<file path="config.mk">
export PLATFORM = sky130hd
export DESIGN_NAME = arbiter_4_rr
export DESIGN_NICKNAME = d
export VERILOG_FILES = /design/src/rtl/arbiter_4_rr.sv
export SDC_FILE = /design/constraint.sdc
export NUM_CORES = 1
export LEC_CHECK = 0
export CAP_MARGIN = 20
export CORE_ASPECT_RATIO = 1.1
export CORE_UTILIZATION = 53
export CTS_CLUSTER_DIAMETER = 30
export DETAILED_ROUTE_END_ITERATION = 8
export HOLD_SLACK_MARGIN = 0.08
export PLACE_DENSITY = 0.9
export SLEW_MARGIN = 20
export SYNTH_ARGS = -nofsm -noshare
export SYNTH_HDL_FRONTEND = slang
export SYNTH_SLANG_ARGS = --single-unit
</file>
<file path="constraint.sdc">
create_clock -name clk -period 5.3 [get_ports clk]
set_input_delay 1.06 -clock clk [delete_from_list [all_inputs] [get_ports clk]]
set_output_delay 1.06 -clock clk [all_outputs]
set_load 0.05 [all_outputs]
</file>
<file path="src/rtl/arbiter_4_rr.sv">
// rtl/arbiter_4_rr.sv - four-way round-robin arbiter with bounded grant hold
//
// Ports:
//   clk          system clock, posedge
//   Reset        synchronous active-high reset
//   EN           enables issuing of new grants (never revokes an active one)
//   CLR          synchronous clear of pointer, hold counter and grant
//   req[3:0]     level requests, bit i belongs to requester i
//   lock         extends the current grant past MAX_HOLD (ARB_LOCK_EN only)
//   grant[3:0]   one-hot grant, zero when idle
//   grant_idx    index of the granted (or last granted) requester
//   grant_valid  high while a grant is active
//   timeout      one-cycle pulse when a grant is revoked by MAX_HOLD
//   wrap         one-cycle pulse when the priority pointer moves from 3 to 0
//
// Optional feature macro: ARB_LOCK_EN (lock suppresses the forced release).
module arbiter_4_rr #(
  parameter int MAX_HOLD = 8,
  parameter int HOLD_W   = 4
) (
  input  logic       clk,
  input  logic       Reset,
  input  logic       EN,
  input  logic       CLR,
  input  logic [3:0] req,
  input  logic       lock,
  output logic [3:0] grant,
  output logic [1:0] grant_idx,
  output logic       grant_valid,
  output logic       timeout,
  output logic       wrap
);

  typedef enum logic {IDLE, GRANT} state_t;

  localparam logic [HOLD_W-1:0] HOLD_LAST = HOLD_W'(MAX_HOLD - 1);

  state_t            state_q, state_d;
  logic [1:0]        ptr_q, ptr_d;
  logic [1:0]        idx_q, idx_d;
  logic [HOLD_W-1:0] hold_q, hold_d;
  logic              timeout_q, timeout_d;
  logic              wrap_q, wrap_d;

  logic              sel_found;
  logic [1:0]        sel_idx;
  logic              lock_hold;
  logic              at_max;
  logic              rel_normal;

`ifdef ARB_LOCK_EN
  assign lock_hold = lock & req[idx_q];
`else
  logic unused_lock;
  assign unused_lock = lock;
  assign lock_hold   = 1'b0;
`endif

  // First set request starting at ptr and walking upward modulo 4.
  always_comb begin
    logic [1:0] cand;
    sel_found = 1'b0;
    sel_idx   = 2'd0;
    cand      = 2'd0;
    for (int k = 0; k < 4; k++) begin
      cand = ptr_q + 2'(k);
      if (!sel_found && req[cand]) begin
        sel_found = 1'b1;
        sel_idx   = cand;
      end
    end
  end

  assign at_max     = (hold_q == HOLD_LAST);
  assign rel_normal = ~req[idx_q];

  // State register
  always_ff @(posedge clk) begin
    if (Reset) begin
      state_q   <= IDLE;
      ptr_q     <= 2'd0;
      idx_q     <= 2'd0;
      hold_q    <= '0;
      timeout_q <= 1'b0;
      wrap_q    <= 1'b0;
    end else begin
      state_q   <= state_d;
      ptr_q     <= ptr_d;
      idx_q     <= idx_d;
      hold_q    <= hold_d;
      timeout_q <= timeout_d;
      wrap_q    <= wrap_d;
    end
  end

  // Next-state logic
  always_comb begin
    state_d   = state_q;
    ptr_d     = ptr_q;
    idx_d     = idx_q;
    hold_d    = hold_q;
    timeout_d = 1'b0;
    wrap_d    = 1'b0;
    if (CLR) begin
      state_d = IDLE;
      ptr_d   = 2'd0;
      hold_d  = '0;
    end else begin
      case (state_q)
        IDLE: begin
          if (EN && sel_found) begin
            state_d = GRANT;
            idx_d   = sel_idx;
            hold_d  = '0;
          end
        end
        GRANT: begin
          if (rel_normal || (at_max && !lock_hold)) begin
            state_d   = IDLE;
            ptr_d     = idx_q + 2'd1;
            timeout_d = ~rel_normal;
            wrap_d    = (ptr_q == 2'd3) && (idx_q == 2'd3);
          end else begin
            // Saturates only when lock keeps the grant alive at the limit.
            hold_d = at_max ? hold_q : hold_q + 1'b1;
          end
        end
        default: state_d = IDLE;
      endcase
    end
  end

  // Outputs
  always_comb begin
    grant       = (state_q == GRANT) ? (4'b0001 << idx_q) : 4'b0000;
    grant_valid = (state_q == GRANT);
    grant_idx   = idx_q;
    timeout     = timeout_q;
    wrap        = wrap_q;
  end

endmodule

</file>
* Word-level counts from Yosys, hierarchy flattened
Index checks and enable logic that the tools add are counted.
Cells by class: add/sub/neg operators 5, magnitude comparators 5, equal/unequal tests 6, shift operators 1, mux-type cells 26, bitwise operators 4, reductions and logical operators 14
Operators by type and width (number):
- $mux W4 | 4
- $lt A2 B3 Y1 const B | 5
- $mux W1 | 11
- $bmux W1 S2 | 5
- $mux W2 | 4
- $pmux W4 S2 | 1
- $ne A2 B2 Y1 const B | 3
- $reduce_and A3 Y1 | 2
- $logic_and A1 B1 Y1 | 5
- $add A2 B1 Y2 const B | 2
- $add A2 B2 Y2 const B | 2
- $add A4 B1 Y4 const B | 1
- $eq A2 B2 Y1 const B | 2
- $eq A4 B3 Y1 const B | 1
- $not A1 Y1 | 4
- $reduce_or A4 Y1 | 1
- $shl A1 B2 Y4 const A | 1
- $logic_not A1 Y1 | 3
- $pmux W1 S2 | 1
- $reduce_and A2 Y1 | 1
- $reduce_or A2 Y1 | 1
- $logic_or A1 B1 Y1 | 1
Word-level totals: flip-flop bits (word level) 11, word-level logic and storage cells 67

* Logic depth before layout (Yosys ltp)
depth in word-level cells 15, mapped depth 6, gate-level depth less buffers 5

* Worst setup path before layout
No wires, ideal clock.
path kind register to output, start register idx_q[0] (netlist: grant_idx[0]), end output port grant[0], arrival 1388 ps, required time 4240 ps, setup slack 2852 ps, cell stages (with the launch flop) 4, path buffers 0, cell sequence dfxtp_1 inv_1 ha_1 and2_1
Between the ends: cells in the longest elaborated chain, start to end 2
RTL lines:
- from (decl) | line 40 | logic [1:0] idx_q, idx_d;
- from (signal assigned) | line 89 | idx_q <= idx_d;
- $shl A1 B2 Y4 | line 135 | grant = (state_q == GRANT) ? (4'b0001 << idx_q) : 4'b0000;
- $mux W4 | line 135
- to (decl) | line 27 | output logic [3:0] grant,
No other way between the ends.

* Worst setup path after layout
start register idx_q[0] (netlist: grant_idx[0]), end output port grant[2]
Same word-level chain as after synthesis.

==> reports/metrics.yaml <==
antenna_left: 0
wl_um: 1680
netlist_instances: 94
crit_path_start: "grant_idx[0]$_SDFFE_PP0P_"
vdd_drop_max_mv: 0.102
start_util: 0.600
die_w_um: 40.5
vias: 745
io_buffers: 16
gp_routability_congestion: 0.711
cp_max_fo: 6
rows: 14
clk_latency_ns: 0.27
ys_warn_count: 0
die_h_um: 44.3
seq_area_frac_synth: 0.255
hold_class: "flop to flop"
yosysTopAreaCell: "dfxtp_1"
drt_iter0_markers: 4
drive_gt1_frac: 0.165
grt_pass1_wl_um: 2950
clock_path_buffers: 2
yosysUniqueCellTypes: 43
wl_per_cell_um: 13.4
power.density_nw_per_um2: 186
grtUsageTotal: 0.245
antenna_found_initial: 0
grt_pass1_vias: 708
dp.cells: 121
pre_cts_ws_ns: 2.42
syn_area_per_cell_sq_um: 9.17
drc: 0
end_kind: "output port"
synth-edff-count: 0
ys_seq_elements: 11
ys_top_cells_by_area: "dfxtp_1, ha_1, mux2i_1"
synth.top_cell.area_share: 0.255
timing.fmax_mhz: 337
setup_viol: 0
rsz0062_at_grt: "no"
vias_per_cell: 5.96
layout.cells.non_filler: 125
tightest_slew_ns: 0.496
max_cap_viol_count: 0
ctsResizeCount: 0
r2r_cells: 5
r2r_end: "grant_idx[0]$_SDFFE_PP0P_"
ys_async_sr_fraction: 0
grt_max_degree: 13
cts_root_buf: "clkbuf_4"
grt_overflow: 0
finalWorstPathRequiredPeriod_ns: 2.96
finalNetCount: 125
outcome: "finished, final reports clean"
drv_slew: 0
die-area_sq_um: 1790
cts.clk_slew.worst_paths_ns: 0.07
power.leakage_nw: 0.398
setup_tns_ns: 0
cts_tree: "built"
endpoint: "grant[2]"
fin_ws_ns: 2.34
reg2reg_slack_ns: 3.39
h-tree-depth: 1
post_cts_buffers: 0
syn_nets: 109
relSlewSlack: 0.668
ios: 18
clkSinkCount: 11
holdBufCountCts: 0
synth_ff_type: "dfxtp_1"
drt_pass1_iterations: 4
cp-start-kind: "flop"
syn2layout_area_growth_pct: 20.2
skew_ns: 0.00130
cp.arrival_ns: 1.90
dp_hpwl_um: 1320
finalHoldViolations: 0
coreArea_sq_um: 1440
path_class: "flop to output port"
cp.required_ns: 4.24
rr_startpoint: "ptr_q[0]$_SDFFE_PP0P_"
timing.final.crit_share: 0.559
netlist_area_sq_um: 862
cts-buffers-inserted: 3
antenna_cells: 0
per-layer routing:
layer	global-route usage	vias up	wire, um
li1	-	371	-
met3	0.0603	5	51
met4	0.140	0	46
met1	0.304	347	756
met2	0.375	22	824
met5	0	-	0
critical path, cell delays in order (launching register included):
cell             delay [ns]
dfxtp_1                0.46
inv_1                  0.12
ha_1                   0.21
and2_1                 0.15
clkdlybuf4s50_1        0.69
synthesized netlist by cell type, types with 2 or more instances:
cell,number
a21oi_1,4
a21oi_2,3
and2_1,5
and2b_1,2
and3_1,2
buf_2,2
dfxtp_1,11
ha_1,6
inv_1,4
mux2i_1,4
nand2_1,7
nand2b_1,2
nand3b_1,2
nor2_1,8
nor2b_1,2
o21ai_0,2
o21ai_2,2
report_power, final:
part | leakage, nW | internal, W | switching (W)
combinational | 0.294 | 0.0000204 | 0.0000255
sequential | 0.0891 | 0.0000844 | 0.00000349
clock | 0.0150 | 0.0000292 | 0.0000301
total | 0.398 | 0.000134 | 0.0000591
worst min path at each step:
stage                     slack (ns)                     end              startpoint  depth (start not counted)
final                           0.49  hold_q[3]$_SDFFE_PP0P_  hold_q[3]$_SDFFE_PP0P_                          2
after global routing            0.50  hold_q[3]$_SDFFE_PP0P_  hold_q[3]$_SDFFE_PP0P_                          2
after global placement          0.46  hold_q[3]$_SDFFE_PP0P_  hold_q[3]$_SDFFE_PP0P_                          2
after floorplan                 0.45  hold_q[3]$_SDFFE_PP0P_  hold_q[3]$_SDFFE_PP0P_                          2
after detailed placement        0.48  hold_q[3]$_SDFFE_PP0P_  hold_q[3]$_SDFFE_PP0P_                          2
after CTS                       0.49  hold_q[3]$_SDFFE_PP0P_  hold_q[3]$_SDFFE_PP0P_                          2
cells by family (layout without fill, tap and decap cells):
kind of cell,count (synthesis),after routing,synth area share
simple gates,40,40,0.298
compound gates,23,23,0.232
flops,11,11,0.255
buf+inv,9,24,0.0551
fa+ha+maj,6,6,0.0871
mux,5,5,0.0726
layout make-up:
class | count | area, sq um
Tap cell | 16 | 20.0
Sequential cell | 11 | 220
Timing Repair Buffer | 16 | 160
Multi-Input combinational cell | 74 | 594
Clock buffer | 4 | 26.3
Inverter | 4 | 15.0
Fill cell | 118 | 400
flip-flops by register name (all words and copies together), names as in the netlist:
register     flops
grant_idx        2
grant_valid      1
hold_q           4
ptr_q            2
timeout          1
wrap             1
placed cells by master, fill, tap and decap left out, types with 2 or more instances in the layout:
cell type / instances
clkdlybuf4s50_1: 16
nor2_1: 8
clkbuf_4: 3
and3_1: 2
and2b_1: 2
mux2i_1: 4
and2_1: 5
ha_1: 6
inv_1: 4
nand2b_1: 2
a21oi_2: 3
o21ai_2: 2
o21ai_0: 2
nor2b_1: 2
nand3b_1: 2
dfxtp_1: 11
nand2_1: 7
a21oi_1: 4
stage by stage:
stage               area (sq um)  power, W   util  hold WS, ns
floorplan                    862  0.000122      -        0.449
global placement            1010  0.000134  0.703        0.464
detailed placement          1010  0.000136  0.703        0.478
CTS                         1040  0.000194  0.721        0.489
global route                1040  0.000201  0.721        0.505
finish                      1040  0.000193  0.721        0.488
(Power assumes the default switching activity.)
